--- config.mk ---
export PLATFORM = sky130hd
export DESIGN_NAME = if_fetch_unit
export DESIGN_NICKNAME = d
export VERILOG_FILES = /design/src/rtl/if_fetch_unit.sv
export SDC_FILE = /design/constraint.sdc
export NUM_CORES = 1
export LEC_CHECK = 0
export CAP_MARGIN = 10
export CELL_PAD_IN_SITES_DETAIL_PLACEMENT = 0
export CELL_PAD_IN_SITES_GLOBAL_PLACEMENT = 1
export CORE_UTILIZATION = 40
export DETAILED_ROUTE_END_ITERATION = 8
export PLACE_DENSITY = 0.72
export SYNTH_ARGS = -nofsm -noshare
export SYNTH_HDL_FRONTEND = slang
export SYNTH_SLANG_ARGS = --single-unit
--- constraint.sdc ---
create_clock -name Clk -period 3.85 [get_ports Clk]
set_clock_uncertainty 0.2 [all_clocks]
set_input_delay 0.77 -clock Clk [delete_from_list [all_inputs] [get_ports Clk]]
set_output_delay 0.77 -clock Clk [all_outputs]
set_load 0.03 [all_outputs]
--- src/rtl/if_fetch_unit.sv ---
// rtl/if_fetch_unit.sv - instruction fetch stage with REQ/HOLD handshake, BHT/BTB prediction and IF/ID register
module if_fetch_unit #(
  parameter logic [31:0] RESET_PC    = 32'h0000_0000,
  parameter int          BHT_ENTRIES = 16
) (
  input  logic        Clk,
  input  logic        reset,
  input  logic        stall,
  input  logic        flush,
  input  logic        redirect,
  input  logic [31:0] redirect_pc,
  input  logic        bp_upd_en,
  input  logic [31:0] bp_upd_pc,
  input  logic        bp_upd_taken,
  input  logic [31:0] bp_upd_target,
  output logic        imem_req,
  output logic [31:0] imem_addr,
  input  logic        imem_ready,
  input  logic [31:0] imem_rdata,
  output logic [31:0] oIR,
  output logic [31:0] oPC,
  output logic        oValid,
  output logic [2:0]  oPPCCB,
  output logic [31:0] oIC
);

  localparam int IDX_W = $clog2(BHT_ENTRIES);

  typedef enum logic {S_REQ, S_HOLD} state_t;

  state_t            state;
  logic [31:0]       pc_q;
  logic [31:0]       ic_q;
  logic [31:0]       hold_ir;
  logic [2:0]        hold_ppccb;
  logic [31:0]       hold_npc;

  logic [1:0]        bht_cnt [BHT_ENTRIES];
  logic [31:0]       btb_tgt [BHT_ENTRIES];
  logic [BHT_ENTRIES-1:0] btb_vld;

  logic [IDX_W-1:0]  fetch_idx;
  logic [IDX_W-1:0]  upd_idx;
  logic [1:0]        pred_cnt;
  logic              pred_taken;
  logic [31:0]       pred_npc;

  // Prediction is read combinationally from registered tables, so a same-cycle
  // update is only visible to the next fetch (read before write).
  always_comb begin
    fetch_idx  = pc_q[IDX_W+1:2];
    upd_idx    = bp_upd_pc[IDX_W+1:2];
    pred_cnt   = bht_cnt[fetch_idx];
    pred_taken = btb_vld[fetch_idx] & pred_cnt[1];
    pred_npc   = pred_taken ? btb_tgt[fetch_idx] : pc_q + 32'd4;
  end

  assign imem_addr = pc_q;
  assign oIC       = ic_q;

  always_ff @(posedge Clk) begin
    if (reset) begin
      state      <= S_REQ;
      imem_req   <= 1'b1;
      pc_q       <= RESET_PC;
      ic_q       <= 32'd0;
      hold_ir    <= 32'd0;
      hold_ppccb <= 3'b001;
      hold_npc   <= RESET_PC;
      oIR        <= 32'd0;
      oPC        <= 32'd0;
      oValid     <= 1'b0;
      oPPCCB     <= 3'b001;
      btb_vld    <= '0;
      for (int i = 0; i < BHT_ENTRIES; i++) begin
        bht_cnt[i] <= 2'b01;
      end
    end else begin
      if (bp_upd_en) begin
        if (bp_upd_taken) begin
          if (bht_cnt[upd_idx] != 2'b11) bht_cnt[upd_idx] <= bht_cnt[upd_idx] + 2'd1;
          btb_tgt[upd_idx] <= bp_upd_target;
          btb_vld[upd_idx] <= 1'b1;
        end else if (bht_cnt[upd_idx] != 2'b00) begin
          bht_cnt[upd_idx] <= bht_cnt[upd_idx] - 2'd1;
        end
      end

      if (redirect) begin
        pc_q     <= redirect_pc;
        state    <= S_REQ;
        imem_req <= 1'b1;
        oValid   <= 1'b0;
      end else begin
        case (state)
          S_REQ: begin
            if (imem_ready && !stall) begin
              pc_q <= pred_npc;
              // A flushed response still advances PC but never reaches ID.
              if (!flush) begin
                oIR    <= imem_rdata;
                oPC    <= pc_q;
                oValid <= 1'b1;
                oPPCCB <= {pred_taken, pred_cnt};
                ic_q   <= ic_q + 32'd1;
              end
            end else if (imem_ready) begin
              hold_ir    <= imem_rdata;
              hold_ppccb <= {pred_taken, pred_cnt};
              hold_npc   <= pred_npc;
              state      <= S_HOLD;
              imem_req   <= 1'b0;
            end else if (!stall) begin
              oValid <= 1'b0;
            end
          end
          S_HOLD: begin
            if (!stall) begin
              pc_q     <= hold_npc;
              state    <= S_REQ;
              imem_req <= 1'b1;
              if (!flush) begin
                oIR    <= hold_ir;
                oPC    <= pc_q;
                oValid <= 1'b1;
                oPPCCB <= hold_ppccb;
                ic_q   <= ic_q + 32'd1;
              end
            end
          end
          default: begin
            state    <= S_REQ;
            imem_req <= 1'b1;
          end
        endcase
        if (flush) oValid <= 1'b0;
      end
    end
  end

endmodule

==> results of run 1 <==
## stage by stage
| step | TNS [ns] | hold WS (ns) | cells |
|---|---|---|---|
| 2_1_floorplan | 0 | 0.221 | 2176 |
| 3_3_place_gp | 0 | 0.228 | 3394 |
| 3_5_place_dp | -1.52 | 0.239 | 3394 |
| 4_1_cts | 0 | 0.252 | 3545 |
| 5_1_grt | 0 | 0.268 | 3545 |
| 6_report | 0 | 0.251 | 3545 |
## per-layer routing
layer | up-vias | global-route usage (%) | routed length [um]
li1 | 8907 | - | -
met1 | 9921 | 27.8 | 35000
met2 | 738 | 33.3 | 39100
met3 | 159 | 3.61 | 5760
met4 | 8 | 5.63 | 1740
met5 | - | 0.672 | 104
## state kept, by name, summed over array words and instances, names as in the netlist, 3 cells and up, named ones only
register / count
btb_tgt: 512
bht_cnt: 32
hold_ir: 32
hold_npc: 32
imem_addr: 32
oIC: 32
oIR: 32
oPC: 32
btb_vld: 16
hold_ppccb: 3
oPPCCB: 3
## cell families after synthesis
family	Yosys count	synth area share [%]
muxes	259	14.5
and+or+nand+nor	608	8.96
DFF	765	66.0
xor gates and xnor gates	45	1.25
buffers and inverters	173	2.51
adders and majority gates	2	0.0795
AOI/OAI and AO/OA	324	6.67
## power by group
part | internal (mW) | switching [mW] | total [mW]
Clock | 4.81 | 3.23 | 8.03
Sequential | 8.93 | 0.106 | 9.03
Combinational | 0.645 | 0.838 | 1.48
Total | 14.4 | 4.17 | 18.5
## area by class of cell
type / instances / area, um2
fillers: 6657 / 39200
clock buffers: 100 / 2240
clock inverters: 51 / 531
flip-flops and latches: 765 / 20800
repair buffers: 333 / 3380
multi-input cells: 1238 / 10100
well taps: 1040 / 1300
inverters: 18 / 67.6
## worst max-delay path by stage
stage                             from              to  depth (start not counted)
after global routing      bp_upd_pc[2]   bht_cnt[3][1]                          8
after CTS                 bp_upd_pc[2]   bht_cnt[3][1]                          8
final                     bp_upd_pc[2]  bht_cnt[11][1]                          8
after detailed placement  bp_upd_pc[2]   bht_cnt[3][0]                          8
after floorplan           bp_upd_pc[3]   btb_tgt[0][0]                          4
after global placement    bp_upd_pc[2]  bht_cnt[11][1]                          8
## placed cells by master (no fill, tap or decap), types with 8 or more instances in the layout
| master | netlist | final |
|---|---|---|
| sky130_fd_sc_hd__edfxtp_1 | 544 | 544 |
| sky130_fd_sc_hd__bufinv_16 | 0 | 10 |
| sky130_fd_sc_hd__nor2_4 | 4 | 20 |
| sky130_fd_sc_hd__a21oi_1 | 137 | 137 |
| sky130_fd_sc_hd__a311oi_1 | 8 | 8 |
| sky130_fd_sc_hd__xnor2_1 | 22 | 22 |
| sky130_fd_sc_hd__clkinv_2 | 0 | 10 |
| sky130_fd_sc_hd__clkbuf_16 | 0 | 84 |
| sky130_fd_sc_hd__buf_12 | 0 | 23 |
| sky130_fd_sc_hd__mux4_2 | 145 | 145 |
| sky130_fd_sc_hd__o311ai_0 | 12 | 12 |
| sky130_fd_sc_hd__inv_1 | 17 | 17 |
| sky130_fd_sc_hd__nand2_1 | 230 | 230 |
| sky130_fd_sc_hd__o31ai_1 | 16 | 16 |
| sky130_fd_sc_hd__xor2_1 | 23 | 23 |
| sky130_fd_sc_hd__o21ai_0 | 25 | 25 |
| sky130_fd_sc_hd__mux2i_1 | 87 | 87 |
| sky130_fd_sc_hd__mux2_2 | 18 | 18 |
| sky130_fd_sc_hd__nand3_1 | 34 | 33 |
| sky130_fd_sc_hd__buf_4 | 6 | 70 |
| sky130_fd_sc_hd__nand4_1 | 24 | 24 |
| sky130_fd_sc_hd__nor2_1 | 137 | 121 |
| sky130_fd_sc_hd__clkdlybuf4s50_1 | 0 | 238 |
| sky130_fd_sc_hd__and4_1 | 10 | 10 |
| sky130_fd_sc_hd__nor4_1 | 9 | 9 |
| sky130_fd_sc_hd__nor2b_1 | 10 | 10 |
| sky130_fd_sc_hd__and2_1 | 13 | 13 |
| sky130_fd_sc_hd__clkinv_1 | 1 | 22 |
| sky130_fd_sc_hd__o22ai_1 | 8 | 8 |
| sky130_fd_sc_hd__nand2b_1 | 25 | 25 |
| sky130_fd_sc_hd__dfxtp_1 | 221 | 217 |
| sky130_fd_sc_hd__nor3_1 | 77 | 75 |
| sky130_fd_sc_hd__a21o_1 | 19 | 19 |
| sky130_fd_sc_hd__mux4_1 | 9 | 9 |
| sky130_fd_sc_hd__a211oi_1 | 55 | 55 |
==> flow_summary.html, run 1 <==
<table>
<tr><th>Metric</th><th>Value</th></tr>
<tr><th colspan="2">Yosys</th></tr>
<tr><td>Leading cell type by number of instances after synthesis</td><td>sky130_fd_sc_hd__edfxtp_1</td></tr>
<tr><td>Cell variety after synth</td><td>63</td></tr>
<tr><td>Area of the mapped netlist</td><td>0.0315 mm2</td></tr>
<tr><td>Dominant synthesized flop cell</td><td>sky130_fd_sc_hd__edfxtp_1</td></tr>
<tr><td>Synth cell count leaders</td><td>sky130_fd_sc_hd__edfxtp_1 (544), sky130_fd_sc_hd__nand2_1 (230), sky130_fd_sc_hd__dfxtp_1 (221), sky130_fd_sc_hd__mux4_2 (145)</td></tr>
<tr><td>Mean post-synth cell area</td><td>14.5 um2</td></tr>
<tr><td>Asr flop ratio synth</td><td>0%</td></tr>
<tr><td>Portion of the post-synthesis area used by sequential elements</td><td>66.0%</td></tr>
<tr><td>Top-area cell type share of the netlist area</td><td>51.9%</td></tr>
<tr><td>Total of flip-flops plus latches after synthesis</td><td>765</td></tr>
<tr><td>Number of enable flip-flop cells after synthesis</td><td>544</td></tr>
<tr><td>Cells taking the most area after synthesis</td><td>sky130_fd_sc_hd__edfxtp_1 (52%), sky130_fd_sc_hd__dfxtp_1 (14%), sky130_fd_sc_hd__mux4_2 (10%), sky130_fd_sc_hd__mux2i_1 (2.8%), sky130_fd_sc_hd__nand2_1 (2.7%)</td></tr>
<tr><td>Biggest area consumer among synthesized cells</td><td>sky130_fd_sc_hd__edfxtp_1</td></tr>
<tr><td>Yosys warnings</td><td>0</td></tr>
<tr><td>Number of instances in the synthesized netlist</td><td>2,176</td></tr>
<tr><td>Post-Synthesis Net Count</td><td>2,314</td></tr>
<tr><th colspan="2">Clock network</th></tr>
<tr><td>CTS root buf</td><td>sky130_fd_sc_hd__clkbuf_16</td></tr>
<tr><td>TritonCTS Sinks</td><td>765</td></tr>
<tr><td>Cts bufs inserted</td><td>82</td></tr>
<tr><td>Setup Fix Bufs, Post-CTS</td><td>0</td></tr>
<tr><td>Number of gates resized after cts</td><td>0</td></tr>
<tr><td>Maximum level of the CTS H-tree</td><td>3</td></tr>
<tr><td>Clock insertion delay at the later pin of the skew report</td><td>0.62 ns</td></tr>
<tr><td>Count of hold buffers inserted by post-cts repair</td><td>0</td></tr>
<tr><td>Clock tree from TritonCTS</td><td>done</td></tr>
<tr><td>Number of buffers on the longest clock path</td><td>3</td></tr>
<tr><td>Post-CTS clock slew at the launch and capture registers of the worst setup and hold paths</td><td>0.06 ns</td></tr>
<tr><th colspan="2">Job</th></tr>
<tr><td>Max-cap check violation count</td><td>0</td></tr>
<tr><th colspan="2">Worst setup path</th></tr>
<tr><td>Required time at the worst-slack endpoint</td><td>3.93 ns</td></tr>
<tr><td>Nature of the critical path endpoint</td><td>flop</td></tr>
<tr><td>Number of buffer and inverter instances along the worst setup path</td><td>2</td></tr>
<tr><td>Worst reg2reg path depth</td><td>8</td></tr>
<tr><td>Crit path launch type</td><td>primary input</td></tr>
<tr><td>Crit path max-delay cell type</td><td>sky130_fd_sc_hd__mux4_1</td></tr>
<tr><td>Maximum cell stage delay along the critical path</td><td>0.57 ns</td></tr>
<tr><td>Dominant delay contributor by cell family on the critical path</td><td>multiplexers</td></tr>
<tr><td>Start-to-end type of the worst setup path</td><td>in2reg</td></tr>
<tr><td>Critical path peak fanout</td><td>9</td></tr>
<tr><td>Cells along the critical path</td><td>clkdlybuf4s50_1 -&gt; buf_4 -&gt; mux4_1 -&gt; mux4_2 -&gt; nand3_1 -&gt; o31a_4 -&gt; nand4_1 -&gt; o21ai_0</td></tr>
<tr><td>Worst path arrival time</td><td>3.48 ns</td></tr>
<tr><td>FF-to-FF setup slack</td><td>0.59 ns</td></tr>
<tr><td>Endpoint of the most critical register-to-register path</td><td>imem_addr[15]</td></tr>
<tr><th colspan="2">Placed design</th></tr>
<tr><td>Area after DPL</td><td>0.0356 mm2</td></tr>
<tr><td>Post-placement worst setup slack</td><td>-0.164 ns</td></tr>
<tr><td>HPWL after detailed placement</td><td>50.2 mm</td></tr>
<tr><td>Buffers on Ports</td><td>240</td></tr>
<tr><td>Final weighted congestion in routability-driven placement</td><td>0.876</td></tr>
<tr><th colspan="2">Timing</th></tr>
<tr><td>Crit share post-route</td><td>88.3%</td></tr>
<tr><td>Post-route worst setup slack</td><td>0.451 ns</td></tr>
<tr><td>Setup repair after global routing missed its margin</td><td>false</td></tr>
<tr><td>Count of final hold-check violations</td><td>0</td></tr>
<tr><td>Transition time of the tightest slew-check pin</td><td>1.12 ns</td></tr>
<tr><td>Final critical-path required period</td><td>3.40 ns</td></tr>
<tr><td>Max-slew violations</td><td>0</td></tr>
<tr><td>F_max</td><td>294 MHz</td></tr>
<tr><td>Relative max-transition margin</td><td>25.6%</td></tr>
<tr><td>Final setup violating endpoints</td><td>0</td></tr>
<tr><th colspan="2">Die</th></tr>
<tr><td>DIE HEIGHT</td><td>282 um</td></tr>
<tr><td>Placeable core region</td><td>0.0776 mm2</td></tr>
<tr><td>Total die area</td><td>0.0798 mm2</td></tr>
<tr><td>Die X-Extent</td><td>282 um</td></tr>
<tr><td>Effective utilization at floorplan</td><td>40.5%</td></tr>
<tr><td>Number of I/O pins</td><td>269</td></tr>
<tr><td>Cell row count</td><td>102</td></tr>
<tr><th colspan="2">Drt</th></tr>
<tr><td>DRC violation count after routing</td><td>0</td></tr>
<tr><td>First-pass iteration count of the detailed router</td><td>6</td></tr>
<tr><td>Overall via count from detail_route</td><td>19,700</td></tr>
<tr><td>Final ANT Viol Nets</td><td>0</td></tr>
<tr><td>Initial DRC count</td><td>1,569</td></tr>
<tr><td>Final routed wire length divided by cell count</td><td>23.0 um</td></tr>
<tr><td>Vias per cell</td><td>5.57</td></tr>
<tr><td>Routed wire length</td><td>81.7 mm</td></tr>
<tr><th colspan="2">Worst hold path</th></tr>
<tr><td>HP Class</td><td>reg2reg</td></tr>
<tr><td>Launch point of the worst hold path</td><td>btb_vld[8]</td></tr>
<tr><td>Worst hold endpoint</td><td>btb_vld[8]</td></tr>
<tr><td>Hold Crit Depth</td><td>1</td></tr>
<tr><th colspan="2">Global route</th></tr>
<tr><td>Via count of the first global-routing pass</td><td>19,500</td></tr>
<tr><td>Total global routing overflow</td><td>0</td></tr>
<tr><td>Global-route wire length before repair</td><td>121 mm</td></tr>
<tr><td>Total global routing track utilization</td><td>20.3%</td></tr>
<tr><td>Maximum number of pins on one net before global-route repair</td><td>185</td></tr>
<tr><td>Initial antenna violation count</td><td>4</td></tr>
<tr><th colspan="2">Finish</th></tr>
<tr><td>Count of antenna diodes in the layout</td><td>0</td></tr>
<tr><td>Core utilization of the finished layout</td><td>49.4%</td></tr>
<tr><td>Net total in the final layout</td><td>2,576</td></tr>
<tr><td>Fraction of layout cells with a size suffix above 1</td><td>16.8%</td></tr>
<tr><td>Design area</td><td>0.0384 mm2</td></tr>
<tr><td>Area growth from synthesis to layout</td><td>21.9%</td></tr>
<tr><th colspan="2">Outcome</th></tr>
<tr><td>Result of the run</td><td>completed</td></tr>
<tr><th colspan="2">Power and ir drop</th></tr>
<tr><td>Post-layout power</td><td>18.5 mW</td></tr>
<tr><td>Leakage power of the design</td><td>12.2 nW</td></tr>
<tr><td>Worst-case vdd ir drop</td><td>0.319 mV</td></tr>
<tr><td>Power Dens Cells</td><td>484 mW/mm2</td></tr>
</table>
No activity file was read; power rests on OpenSTA's default activity.
==> run 2, diff against run 1 <==
--- a/config.mk
+++ b/config.mk
@@ -10,6 +10,7 @@
 export CELL_PAD_IN_SITES_GLOBAL_PLACEMENT = 1
 export CORE_UTILIZATION = 40
 export DETAILED_ROUTE_END_ITERATION = 8
+export MAX_ROUTING_LAYER = met4
 export PLACE_DENSITY = 0.72
 export SYNTH_ARGS = -nofsm -noshare
 export SYNTH_HDL_FRONTEND = slang
==> run 2 against run 1 <==
Critical path depth unchanged; sequential share of layout area is essentially flat; flip-flop and latch count unchanged; power about the same; sequential power about the same; via count decreased by 0.23%; critical endpoint is now bht_cnt[3][1]; wire length about the same; first-iteration DRC count shrank 0.89%; design area barely moved; largest cell class unchanged; largest power group unchanged.
==> flow_summary.html, run 2 (same netlist as run 1, synthesis figures left out) <==
<table>
<tr><th>Metric</th><th>Value</th></tr>
<tr><th colspan="2">Drt</th></tr>
<tr><td>Routed wire length</td><td>81.6 mm (was 81.7 mm)</td></tr>
<tr><td>Initial DRC count</td><td>1,555 (was 1,569)</td></tr>
<tr><td>Final ANT Viol Nets</td><td>0 (unchanged)</td></tr>
<tr><td>DRC violation count after routing</td><td>0 (unchanged)</td></tr>
<tr><td>Vias per cell</td><td>5.55 (was 5.57)</td></tr>
<tr><td>First-pass iteration count of the detailed router</td><td>5 (was 6)</td></tr>
<tr><td>Final routed wire length divided by cell count</td><td>23.0 um (about the same)</td></tr>
<tr><td>Overall via count from detail_route</td><td>19,700 (about the same)</td></tr>
<tr><th colspan="2">Power and ir drop</th></tr>
<tr><td>Worst-case vdd ir drop</td><td>0.318 mV (was 0.319 mV)</td></tr>
<tr><td>Post-layout power</td><td>18.5 mW (about the same)</td></tr>
<tr><td>Leakage power of the design</td><td>12.2 nW (unchanged)</td></tr>
<tr><td>Power Dens Cells</td><td>483 mW/mm2 (was 484 mW/mm2)</td></tr>
<tr><th colspan="2">Worst hold path</th></tr>
<tr><td>HP Class</td><td>reg2reg (unchanged)</td></tr>
<tr><td>Hold Crit Depth</td><td>1 (unchanged)</td></tr>
<tr><th colspan="2">Clock network</th></tr>
<tr><td>Cts bufs inserted</td><td>82 (unchanged)</td></tr>
<tr><td>Number of buffers on the longest clock path</td><td>3 (unchanged)</td></tr>
<tr><td>Number of gates resized after cts</td><td>0 (unchanged)</td></tr>
<tr><td>TritonCTS Sinks</td><td>765 (unchanged)</td></tr>
<tr><td>Count of hold buffers inserted by post-cts repair</td><td>0 (unchanged)</td></tr>
<tr><td>Setup Fix Bufs, Post-CTS</td><td>0 (unchanged)</td></tr>
<tr><td>Clock tree from TritonCTS</td><td>done (unchanged)</td></tr>
<tr><td>Post-CTS clock slew at the launch and capture registers of the worst setup and hold paths</td><td>0.06 ns (about the same)</td></tr>
<tr><td>Maximum level of the CTS H-tree</td><td>3 (unchanged)</td></tr>
<tr><td>Clock insertion delay at the later pin of the skew report</td><td>0.63 ns (was 0.62 ns)</td></tr>
<tr><td>CTS root buf</td><td>sky130_fd_sc_hd__clkbuf_16 (unchanged)</td></tr>
<tr><th colspan="2">Worst setup path</th></tr>
<tr><td>Stages on worst setup path</td><td>8 (unchanged)</td></tr>
<tr><td>Worst reg2reg path depth</td><td>8 (unchanged)</td></tr>
<tr><td>Nature of the critical path endpoint</td><td>flop (unchanged)</td></tr>
<tr><td>Cells along the critical path</td><td>clkdlybuf4s50_1 -&gt; buf_4 -&gt; mux4_1 -&gt; mux4_2 -&gt; nand3_1 -&gt; o31a_4 -&gt; nand4_1 -&gt; o21ai_0 (unchanged)</td></tr>
<tr><td>Crit path launch type</td><td>primary input (unchanged)</td></tr>
<tr><td>Number of buffer and inverter instances along the worst setup path</td><td>2 (unchanged)</td></tr>
<tr><td>Required time at the worst-slack endpoint</td><td>3.93 ns (about the same)</td></tr>
<tr><td>Start-to-end type of the worst setup path</td><td>in2reg (unchanged)</td></tr>
<tr><td>Dominant delay contributor by cell family on the critical path</td><td>multiplexers (unchanged)</td></tr>
<tr><td>Crit path max-delay cell type</td><td>sky130_fd_sc_hd__mux4_1 (unchanged)</td></tr>
<tr><td>Worst path arrival time</td><td>3.48 ns (about the same)</td></tr>
<tr><td>Maximum cell stage delay along the critical path</td><td>0.57 ns (about the same)</td></tr>
<tr><td>Critical path peak fanout</td><td>9 (unchanged)</td></tr>
<tr><th colspan="2">Timing</th></tr>
<tr><td>Transition time of the tightest slew-check pin</td><td>1.11 ns (was 1.12 ns)</td></tr>
<tr><td>Setup repair after global routing missed its margin</td><td>false (unchanged)</td></tr>
<tr><td>Final critical-path required period</td><td>3.40 ns (about the same)</td></tr>
<tr><td>Final setup violating endpoints</td><td>0 (unchanged)</td></tr>
<tr><td>Setup tns final</td><td>0 ns (unchanged)</td></tr>
<tr><td>Crit share post-route</td><td>88.2% (was 88.3%)</td></tr>
<tr><td>F_max</td><td>294 MHz (about the same)</td></tr>
<tr><td>Max-slew violations</td><td>0 (unchanged)</td></tr>
<tr><td>Post-route worst setup slack</td><td>0.454 ns (was 0.451 ns)</td></tr>
<tr><td>Relative max-transition margin</td><td>25.8% (was 25.6%)</td></tr>
<tr><td>Smallest hold slack</td><td>0.251 ns (about the same)</td></tr>
<tr><td>Count of final hold-check violations</td><td>0 (unchanged)</td></tr>
<tr><th colspan="2">Finish</th></tr>
<tr><td>Net total in the final layout</td><td>2,576 (unchanged)</td></tr>
<tr><td>Commonest cells after routing, fill and taps aside</td><td>sky130_fd_sc_hd__edfxtp_1 (544), sky130_fd_sc_hd__clkdlybuf4s50_1 (238), sky130_fd_sc_hd__nand2_1 (230) (unchanged)</td></tr>
<tr><td>Fraction of layout cells with a size suffix above 1</td><td>16.8% (unchanged)</td></tr>
<tr><td>Most common cell after layout, fill and taps aside</td><td>sky130_fd_sc_hd__edfxtp_1 (unchanged)</td></tr>
<tr><td>Filler cell count</td><td>6,656 (was 6,657)</td></tr>
<tr><td>Area growth from synthesis to layout</td><td>21.9% (about the same)</td></tr>
<tr><td>Most flops, register</td><td>btb_tgt (unchanged)</td></tr>
<tr><td>Non-filler cells in the finished layout</td><td>3,548 (was 3,545)</td></tr>
<tr><td>Max reg flops</td><td>512 (unchanged)</td></tr>
<tr><th colspan="2">Die</th></tr>
<tr><td>Total die area</td><td>0.0798 mm2 (unchanged)</td></tr>
<tr><td>Placeable core region</td><td>0.0776 mm2 (unchanged)</td></tr>
<tr><td>DIE HEIGHT</td><td>282 um (unchanged)</td></tr>
<tr><td>Number of I/O pins</td><td>269 (unchanged)</td></tr>
<tr><td>Die X-Extent</td><td>282 um (unchanged)</td></tr>
<tr><td>Effective utilization at floorplan</td><td>40.5% (unchanged)</td></tr>
<tr><td>Cell row count</td><td>102 (unchanged)</td></tr>
<tr><th colspan="2">Job</th></tr>
<tr><td>Max-cap check violation count</td><td>0 (unchanged)</td></tr>
<tr><th colspan="2">Global route</th></tr>
<tr><td>Maximum number of pins on one net before global-route repair</td><td>185 (unchanged)</td></tr>
<tr><td>Initial antenna violation count</td><td>4 (unchanged)</td></tr>
<tr><td>Total global routing track utilization</td><td>21.0% (was 20.3%)</td></tr>
<tr><td>Global-route wire length before repair</td><td>122 mm (was 121 mm)</td></tr>
<tr><td>Via count of the first global-routing pass</td><td>19,500 (about the same)</td></tr>
<tr><td>Total global routing overflow</td><td>0 (unchanged)</td></tr>
<tr><th colspan="2">Placed design</th></tr>
<tr><td>Cell Count Post-Placement</td><td>3,394 (unchanged)</td></tr>
<tr><td>Post-placement worst setup slack</td><td>-0.164 ns (unchanged)</td></tr>
<tr><td>Final weighted congestion in routability-driven placement</td><td>0.891 (was 0.876)</td></tr>
<tr><td>HPWL after detailed placement</td><td>50.2 mm (unchanged)</td></tr>
<tr><td>Buffers on Ports</td><td>240 (unchanged)</td></tr>
<tr><th colspan="2">Outcome</th></tr>
<tr><td>Result of the run</td><td>completed (unchanged)</td></tr>
</table>
## run 2: cell count changes in the layout (fill, tap and decap cells not counted)
cell / change
sky130_fd_sc_hd__diode_2: +3
## run 2: worst paths after layout
path	start	end	slack (ns)
setup / recovery	bp_upd_pc[2]	bht_cnt[3][1]	0.45
hold / removal	btb_vld[0]	btb_vld[0]	0.25
setup reg to reg	flop	imem_addr[15]	0.56
hold reg to reg	btb_vld[0]	btb_vld[0]	0.25
## run 2: area by class of cell
type	count	area (um2)	share of cell area [%]
repair buffers	333	3380	8.82
inverters	18	67.6	0.176
well taps	1040	1300	3.39
multi-input cells	1238	10100	26.2
clock inverters	51	531	1.38
diodes	3	7.51	0.0196
clock buffers	100	2240	5.83
flip-flops and latches	765	20800	54.2
## run 2: power breakdown
part	internal, mW	switching [mW]	leakage [nW]	total (mW)
combinational	0.645	0.839	4.19	1.48
sequential	8.93	0.105	6.68	9.03
clock	4.81	3.22	1.35	8.03
total	14.4	4.17	12.2	18.5
## run 2: metal layers
| layer | share of wire, % | wire length [um] | GRT usage (%) |
|---|---|---|---|
| met5 | 0 | 0 | - |
| met4 | 1.8 | 1470 | 5.32 |
| met3 | 7.2 | 5900 | 3.38 |
| met2 | 48 | 39300 | 33.4 |
| met1 | 43 | 34900 | 28.0 |
## run 2: stage by stage
stage	util (%)	area [um2]
floorplan	-	31500
global placement	45.9	35600
detailed placement	45.9	35600
CTS	49.4	38400
global route	49.4	38400
finish	49.4	38400
==> run 3, diff against run 2 <==
--- a/config.mk
+++ b/config.mk
@@ -15,3 +15,4 @@
 export SYNTH_ARGS = -nofsm -noshare
 export SYNTH_HDL_FRONTEND = slang
 export SYNTH_SLANG_ARGS = --single-unit
+export TNS_END_PERCENT = 30
==> results of run 3 <==
Same layout as run 2: the final DEF is identical, and so are final timing and power.
